==> src/rtl/div_pkg.sv <==
`default_nettype none
// ============================================================================
//  Module      : div_pkg
//  Description : Shared types and constants for the early-exit divider:
//                FSM state encoding, operand/index widths, the registered
//                result bundle and a conditional two's-complement helper.
//  Revision    : 1.0  initial release
// ============================================================================
package div_pkg;

  localparam int DIV_WIDTH     = 32;
  localparam int DIV_IDX_WIDTH = 5;
  localparam int DIV_ID_WIDTH  = 2;

  typedef enum logic [1:0] {
    IDLE = 2'd0,
    RUN  = 2'd1,
    DONE = 2'd2
  } div_state_t;

  typedef struct packed {
    logic [DIV_WIDTH-1:0]    quotient;
    logic [DIV_WIDTH-1:0]    remainder;
    logic [DIV_ID_WIDTH-1:0] id;
  } div_result_t;

  // Two's-complement negate when neg is set, pass-through otherwise.
  function automatic logic [DIV_WIDTH-1:0] cond_negate(
    input logic [DIV_WIDTH-1:0] v,
    input logic                 neg
  );
    return neg ? (~v + 1'b1) : v;
  endfunction

endpackage : div_pkg
`default_nettype wire

==> src/rtl/early_exit_divider_msb.sv <==
`default_nettype none
// ============================================================================
//  Module      : early_exit_divider_msb
//  Description : Leading-one detector. Returns the index of the highest set
//                bit of value_i; an all-zero input reports index 0, so the
//                caller must detect zero separately.
//  Ports       : value_i  in  DIV_WIDTH      word to scan
//                msb_o    out DIV_IDX_WIDTH  index of the most significant 1
//  Revision    : 1.0  initial release
// ============================================================================
module early_exit_divider_msb
  import div_pkg::*;
(
  input  logic [DIV_WIDTH-1:0]     value_i,
  output logic [DIV_IDX_WIDTH-1:0] msb_o
);

  always_comb begin
    msb_o = '0;
    for (int i = 0; i < DIV_WIDTH; i++) begin
      if (value_i[i]) begin
        msb_o = DIV_IDX_WIDTH'(i);
      end
    end
  end

endmodule : early_exit_divider_msb
`default_nettype wire

==> src/rtl/early_exit_divider.sv <==
`default_nettype none
// ============================================================================
//  Module      : early_exit_divider
//  Description : Iterative radix-2 32-bit divider. Two leading-one detectors
//                pre-align the divisor so only msb(a)-msb(b)+1 iterations
//                run. One operation in flight, valid/ready on both sides.
//  Ports       : clk, rst (async, active-high)
//                in_valid/in_ready, dividend, divisor, is_signed, in_id
//                out_valid/out_ready, quotient, remainder, out_id
//  Config      : DIV_SIGNED_EN - when defined, is_signed=1 selects a
//                two's-complement divide; otherwise is_signed is ignored.
//  Revision    : 1.0  initial release
// ============================================================================
module early_exit_divider
  import div_pkg::*;
#(
  parameter int DATA_WIDTH = 32,
  parameter int ID_WIDTH   = 2
) (
  input  logic                  clk,
  input  logic                  rst,
  input  logic                  in_valid,
  output logic                  in_ready,
  input  logic [DATA_WIDTH-1:0] dividend,
  input  logic [DATA_WIDTH-1:0] divisor,
  input  logic                  is_signed,
  input  logic [ID_WIDTH-1:0]   in_id,
  output logic                  out_valid,
  input  logic                  out_ready,
  output logic [DATA_WIDTH-1:0] quotient,
  output logic [DATA_WIDTH-1:0] remainder,
  output logic [ID_WIDTH-1:0]   out_id
);

  logic                     a_neg_w, b_neg_w;
  logic [DIV_WIDTH-1:0]     a_mag_w, b_mag_w;
  logic [DIV_IDX_WIDTH-1:0] msb_a_w, msb_b_w, diff_w;

`ifdef DIV_SIGNED_EN
  assign a_neg_w = is_signed & dividend[DIV_WIDTH-1];
  assign b_neg_w = is_signed & divisor[DIV_WIDTH-1];
`else
  logic signed_unused;
  assign signed_unused = is_signed;
  assign a_neg_w = 1'b0;
  assign b_neg_w = 1'b0;
`endif

  // MIN's magnitude 0x80000000 is exact when read as unsigned.
  assign a_mag_w = cond_negate(dividend, a_neg_w);
  assign b_mag_w = cond_negate(divisor, b_neg_w);

  early_exit_divider_msb u_msb_a (.value_i(a_mag_w), .msb_o(msb_a_w));
  early_exit_divider_msb u_msb_b (.value_i(b_mag_w), .msb_o(msb_b_w));

  // Only consumed when |a|>=|b|, which guarantees msb_a>=msb_b.
  assign diff_w = msb_a_w - msb_b_w;

  div_state_t               state_q, state_d;
  logic [DIV_WIDTH-1:0]     rem_q, rem_d;
  logic [DIV_WIDTH-1:0]     d_q, d_d;
  logic [DIV_WIDTH-1:0]     q_q, q_d;
  logic [DIV_IDX_WIDTH-1:0] cnt_q, cnt_d;
  logic                     qneg_q, qneg_d;
  logic                     rneg_q, rneg_d;
  logic [DIV_ID_WIDTH-1:0]  id_q, id_d;
  div_result_t              res_q, res_d;

  always_ff @(posedge clk or posedge rst) begin
    if (rst) begin
      state_q <= IDLE;
      rem_q   <= '0;
      d_q     <= '0;
      q_q     <= '0;
      cnt_q   <= '0;
      qneg_q  <= 1'b0;
      rneg_q  <= 1'b0;
      id_q    <= '0;
      res_q   <= '0;
    end else begin
      state_q <= state_d;
      rem_q   <= rem_d;
      d_q     <= d_d;
      q_q     <= q_d;
      cnt_q   <= cnt_d;
      qneg_q  <= qneg_d;
      rneg_q  <= rneg_d;
      id_q    <= id_d;
      res_q   <= res_d;
    end
  end

  always_comb begin
    state_d = state_q;
    rem_d   = rem_q;
    d_d     = d_q;
    q_d     = q_q;
    cnt_d   = cnt_q;
    qneg_d  = qneg_q;
    rneg_d  = rneg_q;
    id_d    = id_q;
    res_d   = res_q;

    unique case (state_q)
      IDLE: begin
        if (in_valid) begin
          id_d   = DIV_ID_WIDTH'(in_id);
          qneg_d = a_neg_w ^ b_neg_w;
          rneg_d = a_neg_w;
          rem_d  = a_mag_w;
          q_d    = '0;
          d_d    = b_mag_w << diff_w;
          cnt_d  = diff_w;
          if (divisor == '0) begin
            state_d         = DONE;
            res_d.quotient  = '1;
            res_d.remainder = dividend;
            res_d.id        = DIV_ID_WIDTH'(in_id);
          end else if (a_mag_w < b_mag_w) begin
            // Quotient 0; remainder is |a| re-signed, i.e. the dividend.
            state_d         = DONE;
            res_d.quotient  = '0;
            res_d.remainder = dividend;
            res_d.id        = DIV_ID_WIDTH'(in_id);
          end else begin
            state_d = RUN;
          end
        end
      end

      RUN: begin
        if (rem_q >= d_q) begin
          rem_d = rem_q - d_q;
          q_d   = {q_q[DIV_WIDTH-2:0], 1'b1};
        end else begin
          q_d   = {q_q[DIV_WIDTH-2:0], 1'b0};
        end
        d_d = d_q >> 1;
        if (cnt_q == '0) begin
          // Sign fixup folds into the DONE entry, so latency is unaffected.
          state_d         = DONE;
          res_d.quotient  = cond_negate(q_d, qneg_q);
          res_d.remainder = cond_negate(rem_d, rneg_q);
          res_d.id        = id_q;
        end else begin
          cnt_d = cnt_q - 1'b1;
        end
      end

      DONE: begin
        if (out_ready) begin
          state_d = IDLE;
        end
      end

      default: begin
        state_d = IDLE;
      end
    endcase
  end

  assign in_ready  = (state_q == IDLE);
  assign out_valid = (state_q == DONE);
  assign quotient  = res_q.quotient;
  assign remainder = res_q.remainder;
  assign out_id    = ID_WIDTH'(res_q.id);

endmodule : early_exit_divider
`default_nettype wire

==> config.mk <==
export PLATFORM = sky130hd
export DESIGN_NAME = early_exit_divider
export DESIGN_NICKNAME = d
export VERILOG_FILES = /design/src/rtl/div_pkg.sv /design/src/rtl/early_exit_divider_msb.sv /design/src/rtl/early_exit_divider.sv
export SDC_FILE = /design/constraint.sdc
export NUM_CORES = 1
export LEC_CHECK = 0
export ABC_CLOCK_PERIOD_IN_PS = 9750
export BUFFER_PORTS_ARGS = -buffer_cell sky130_fd_sc_hd__buf_2
export CAP_MARGIN = 30
export CORE_ASPECT_RATIO = 0.7
export CORE_MARGIN = 2
export CORE_UTILIZATION = 42
export DETAILED_ROUTE_END_ITERATION = 10
export PLACE_DENSITY = 0.68
export SYNTH_ARGS = -nofsm -noshare
export SYNTH_HDL_FRONTEND = slang
export SYNTH_SLANG_ARGS = --single-unit
==> constraint.sdc <==
create_clock -name clk -period 9.75 [get_ports clk]
set_input_delay 2.4375 -clock clk [delete_from_list [all_inputs] [get_ports clk]]
set_output_delay 2.4375 -clock clk [all_outputs]
set_load 0.02 [all_outputs]
Yosys cells after proc, flatten, opt, wreduce, memory -nomap -nowiden
Index checks and enable logic that the tools add are counted.
Widths: inputs -> output; s select.
- register bits: 170
- bits of input ports: 71
- output and inout bits: 68
- add/sub/neg operators: 3
- order comparisons: 2
- equality and inequality tests: 7
- shift operators: 1
- multiplexer cells: 84
- reductions and logical operators: 9
- operators with widths (operator ; count):
    $mux 66 ; 4
    $mux 5 ; 34
    $pmux 66 s2 ; 1
    $pmux 32 s2 ; 2
    $mux 32 ; 3
    $mux 4 ; 16
    $pmux 31 s2 ; 1
    $ge 32x32->1 ; 1
    $logic_not 32->1 ; 1
    $lt 32x32->1 ; 1
    $shl 32x5->32 ; 1
    $sub 32x32->32 ; 1
    $mux 31 ; 1
    $mux 3 ; 8
    $mux 2 ; 9
    $pmux 5 s2 ; 1
    $ne 2x2->1 const B ; 3
    $pmux 2 s3 ; 1
    $reduce_and 3->1 ; 2
    $logic_not 5->1 ; 1
    $sub 5x1->5 const B ; 1
    $sub 5x5->5 ; 1
    $reduce_and 2->1 ; 2
    $reduce_and 4->1 ; 1
    7 further kinds ; 9

Logic depth before layout (Yosys ltp)
- word-level depth: 35
- mapped depth: 20
- mapped depth without buffers: 18

Hierarchy
A second synthesis with hierarchy kept.
- cell total of the unflattened synthesis: 1508
- area, all modules: 12542.0 um^2
- by module, submodules not included (module ; instances ; cells each ; area each (um^2) ; sequential area each (um^2)):
    early_exit_divider ; 1 ; 1388 ; 11836.4 ; 4254.1
    early_exit_divider_msb ; 2 ; 60 ; 352.8 ; 0.0

Worst setup path after synthesis
No wires, ideal clock.
- path kind: input -> register
- start point: in divisor[2]
- end point: reg d_q[19]
- data arrival time: 6.319 ns
- required time: 9.613 ns
- setup slack: 3.294 ns
- cell stages on the path: 17
- buffers on the path: 2
- cell sequence: nor2_1 -> o311ai_0 -> a311oi_1 -> o311ai_0 -> a311oi_1 -> o311ai_0 -> a311oi_1 -> o31ai_1 -> fa_1 -> clkbuf_1 -> clkbuf_1 -> mux4_2 -> mux2i_1 -> mux2i_1 -> or2_2 -> a32oi_1 -> o22ai_1
- word-level cells in the longest chain between the ends: 34
- ends and longest elaborated chain (element ; RTL line ; RTL):
    start, declared ; early_exit_divider.sv:25 ; input logic [DATA_WIDTH-1:0] divisor,
    $mux 2 (2 in series) ; early_exit_divider_msb.sv:21 ; if (value_i[i]) begin
    $mux 3 (4 in series) ; early_exit_divider_msb.sv:21 ;
    $mux 4 (8 in series) ; early_exit_divider_msb.sv:21 ;
    $mux 5 (16 in series) ; early_exit_divider_msb.sv:21 ;
    $sub 5x5->5 ; early_exit_divider.sv:57 ; assign diff_w = msb_a_w - msb_b_w;
    $shl 32x5->32 * ; early_exit_divider.sv:112 ; d_d = b_mag_w << diff_w;
    $mux 32 * ; early_exit_divider.sv:106 ; if (in_valid) begin
    $pmux 32 s2 * ; early_exit_divider.sv:104 ; unique case (state_q)
    end signal, assigned ; early_exit_divider.sv:73 ; d_q <= '0;
    end signal, assigned ; early_exit_divider.sv:83 ; d_q <= d_d;
    end, declared ; early_exit_divider.sv:61 ; logic [DIV_WIDTH-1:0] d_q, d_d;
Every way passes the cells marked *; elsewhere a longest branch is shown, timed or not. The select of a mux whose other input is x is not followed.
A chain may end at the register's enable or synchronous reset.

Final worst setup path
- start point: in divisor[2]
- end point: reg d_q[22]
Same word-level chain as after synthesis.

==> key figures <==
Status
  • Outcome: finished clean

Yosys
  • Post-synthesis net count: 1598
  • Synth Instances: 1456
  • Synth Cell Area: 12600 um^2
  • Top cell type's share of synthesized area: 0.3377
  • Area leader, netlist: dfrtp_1
  • Mux cell area share after synthesis: 0.09228
  • Synth async-reset ratio: 1.000
  • Yosys warns: 0
  • Compound-Gate Fraction of Synth Area: 0.2750
  • Ys flop type: dfrtp_1
  • Synthesis-stage register bit count: 170
  • Post-synth EDFFs: 0
  • Simple-Gate Fraction of Synth Area: 0.1462
  • Top cells by area, synth: dfrtp_1 34%, ha_1 6.9%, o21ai_0 5.3%
  • Adder-Cell Fraction of Synth Area: 0.07172
  • Post-synthesis cell type count: 70
  • Sequential cell area fraction in the yosys report: 0.3377
  • Mean Syn Cell Area: 8.651 um^2
  • Xor-xnor portion of the synthesized cell area: 0.01808
  • Largest family of logic cells by synthesized area: compound AO/OA/AOI/OAI gates

Pwr
  • Clock power share: 0.141
  • Internal power: 2.455 mW
  • IR drop worst, VDD: 0.2474 mV
  • Leakage: 6.492 nW
  • Net switching share of the total power: 0.5127
  • Power Density: 353.6 nW/um^2
  • Sw Pwr: 2.583 mW
  • Gate power share: 0.635
  • Reg power frac: 0.224

Critical path
  • Critical path arrival: 7290 ps
  • Slowest cell delay on critical path: 530 ps
  • CP Launch Type: input pin
  • Worst setup startpoint: divisor[2]
  • Reg-to-reg setup timing slack: 5990 ps
  • R2R depth: 11
  • Slowest cell on crit path: fa_1
  • Max FO, Critical Path: 21
  • Kind of end point of the critical path: register
  • Worst path cell trace: buf_2 > nor2_1 > o311ai_0 > a311oi_1 > o311ai_0 > a311oi_1 > o311ai_0 > a311oi_1 > o31ai_1 > fa_1 > buf_8 > buf_4 > mux4_2 > mux2i_1 > mux2i_1 > or2_2 > a32oi_1 > o22ai_1
  • Worst R2R End: rem_q[6]
  • Path type of the worst setup path: in -> reg
  • Worst r2r src: d_q[17]
  • Worst endpoint required time: 10040 ps

Die
  • Rows: 53
  • Ports: 139
  • Die height: 148.9 um
  • Die area: 31410 um^2
  • Die W: 211.0 um
  • Starting density of the core: 0.4230
  • Core area: 29770 um^2

Routing
  • Met2 routed WL: 16460 um
  • Drt first pass iters: 6
  • DRC viols: 0
  • Drt total wl: 39990 um
  • Metal-1 WL: 19260 um
  • WL met3: 3368 um
  • Top sig layer: met5
  • Vias per inst: 6.093
  • Avg WL per Cell: 20.66 um
  • Initial DRC count: 1232
  • Via count: 11797
  • ANT nets after route: 0

Final layout
  • P&R area growth vs syn: 13.12%
  • Final net count: 1680
  • Final core occ: 0.4785
  • Share of layout cells above drive strength 1: 0.1805
  • Final Cell Area: 14250 um^2
  • Inserted Diodes: 0

Timing
  • Shortest period the worst path allows: 7007 ps
  • Worst-Margin Slew: 951.4 ps
  • Setup violations, final: 0
  • Hold Violations, Final: 0
  • Tcrit/Tclk final: 0.7187
  • Clock skew: 15.30 ps
  • RSZ-0062 raised after global routing: no
  • Setup TNS Final: 0 ps
  • Worst rel slew slack: 0.3657
  • Final slew viol count: 0
  • F_max: 142.7 MHz

Job
  • Max cap viols: 0

Place
  • PortBufs: 137
  • Post-DP HPWL: 30330 um
  • GPL Wtd Cong: 0.9482
  • DP Area: 13570 um^2

CTS
  • Worst-skew pair later-pin latency: 440 ps
  • Root buf cell: clkbuf_16
  • CTS Hold Bufs: 0
  • Clk pin slew, worst setup/hold paths: 70 ps
  • PostCTS Resize Cnt: 0
  • CTS sink cnt: 170
  • Htree depth: 4
  • CTS Buffer Depth: 2
  • Post-CTS Setup Inserts: 0
  • TritonCTS buffer count: 17
  • CTS tree: built

GRT
  • Global route overflow: 0
  • Initial antenna violation count: 1
  • GR Util All Layers: 0.2560
  • Vias in the first global route: 10886
  • Largest net degree at the start of global routing: 99
  • First-pass GRT wire length: 62820 um

Worst hold path
  • Hold path cells: 2
  • Hold Crit Class: reg -> reg
  • Min-delay src: quotient[25]
  • Hold-critical path endpoint: quotient[25]
-- layout by cell type (no fill, tap or decap), drive strengths merged, types with 11 or more instances in the layout --
master,netlist,final
mux2,23,23
a22oi,16,16
o21ai,135,135
mux2i,34,34
xor2,14,14
o211ai,36,36
a31oi,11,11
o31ai,18,18
nor2,128,128
nand2,144,144
mux4,25,25
a22o,68,68
xnor2,12,12
clkbuf,70,17
ha,69,69
or2,12,12
a21o,21,21
nor4,16,16
nand2b,11,11
a21oi,107,107
nand3,28,28
buf,24,157
dfrtp,170,170
o22ai,15,15
nor3,18,18
inv,92,97
-- cells by family after synthesis --
kind of cell,count (synthesis)
XOR/XNOR,26
flip-flops,170
AND/OR/NAND/NOR,402
multiplexers,82
buffers and inverters,186
adder cells (fa/ha/maj),71
AO/OA/AOI/OAI,519
-- critical path: cells and delay by family --
family	cells	cell delay [ps]
compound gates	9	2520
simple gates	2	390
fa+ha+maj	1	530
buf+inv	3	550
mux	3	850
-- layer usage --
metal  up-vias  global-route usage
met3        50             0.06000
met2       463              0.3610
met5         -                   0
met1      5737              0.3870
li1       5545                   -
met4         2             0.07254
-- through the flow --
stage	hold slack (ps)	std cells	worst slack, ps	power (mW)
2_1_floorplan	445.0	1456	2709	3.387
6_report	476.4	1936	2743	5.039
5_1_grt	506.5	1936	2471	5.417
4_1_cts	482.0	1934	2396	4.976
3_5_place_dp	465.1	1902	2046	4.243
3_3_place_gp	461.6	1900	2102	4.178
-- area by class of cell --
| type | instances | area [um^2] |
|---|---|---|
| repair buffers | 157 | 883.3 |
| flip-flops and latches | 170 | 4254 |
| fillers | 2869 | 15530 |
| multi-input cells | 1100 | 7642 |
| clock buffers | 17 | 425.4 |
| well taps | 385 | 481.7 |
| inverters | 92 | 350.3 |
| clock inverters | 15 | 211.5 |
-- worst max path at each step --
| stage | to | slack [ps] | depth (start not counted) |
|---|---|---|---|
| 2_1_floorplan | cnt_q[0] | 2710 | 1 |
| 3_3_place_gp | d_q[22] | 2100 | 17 |
| 3_5_place_dp | d_q[22] | 2050 | 17 |
| 4_1_cts | d_q[22] | 2400 | 17 |
| 5_1_grt | d_q[22] | 2470 | 18 |
| 6_report | d_q[22] | 2740 | 18 |
-- registers in the layout, indices dropped and copies added (netlist names) --
name,count
cnt_q,5
d_q,32
id_q,2
out_id,2
q_q,31
quotient,32
rem_q,32
remainder,32
state_q,2
-- cells in the mapped netlist (all sizes together) (10+ instances only) --
library cell,count
a211oi,10
xor2,14
ha,69
a21o,21
buf,24
a31oi,11
nand2,144
a22oi,16
xnor2,12
mux2,23
dfrtp,170
or2,12
mux2i,34
o22ai,15
nor2,128
o21ai,135
nor3,18
nand2b,11
a22o,68
nand3,28
a21oi,107
nor4,16
mux4,25
o211ai,36
inv,92
o21a,10
a21boi,10
clkbuf,70
o31ai,18
-- power by group through the flow --
stage | Sequential [mW] | Clock [mW] | Combinational (mW)
global route | 1.16 | 0.757 | 3.50
global placement | 1.13 | 0 | 3.05
detailed placement | 1.14 | 0 | 3.11
floorplan | 1.16 | 0 | 2.22
CTS | 1.12 | 0.725 | 3.13
finish | 1.13 | 0.713 | 3.20
Power figures use the tool's default switching activity.
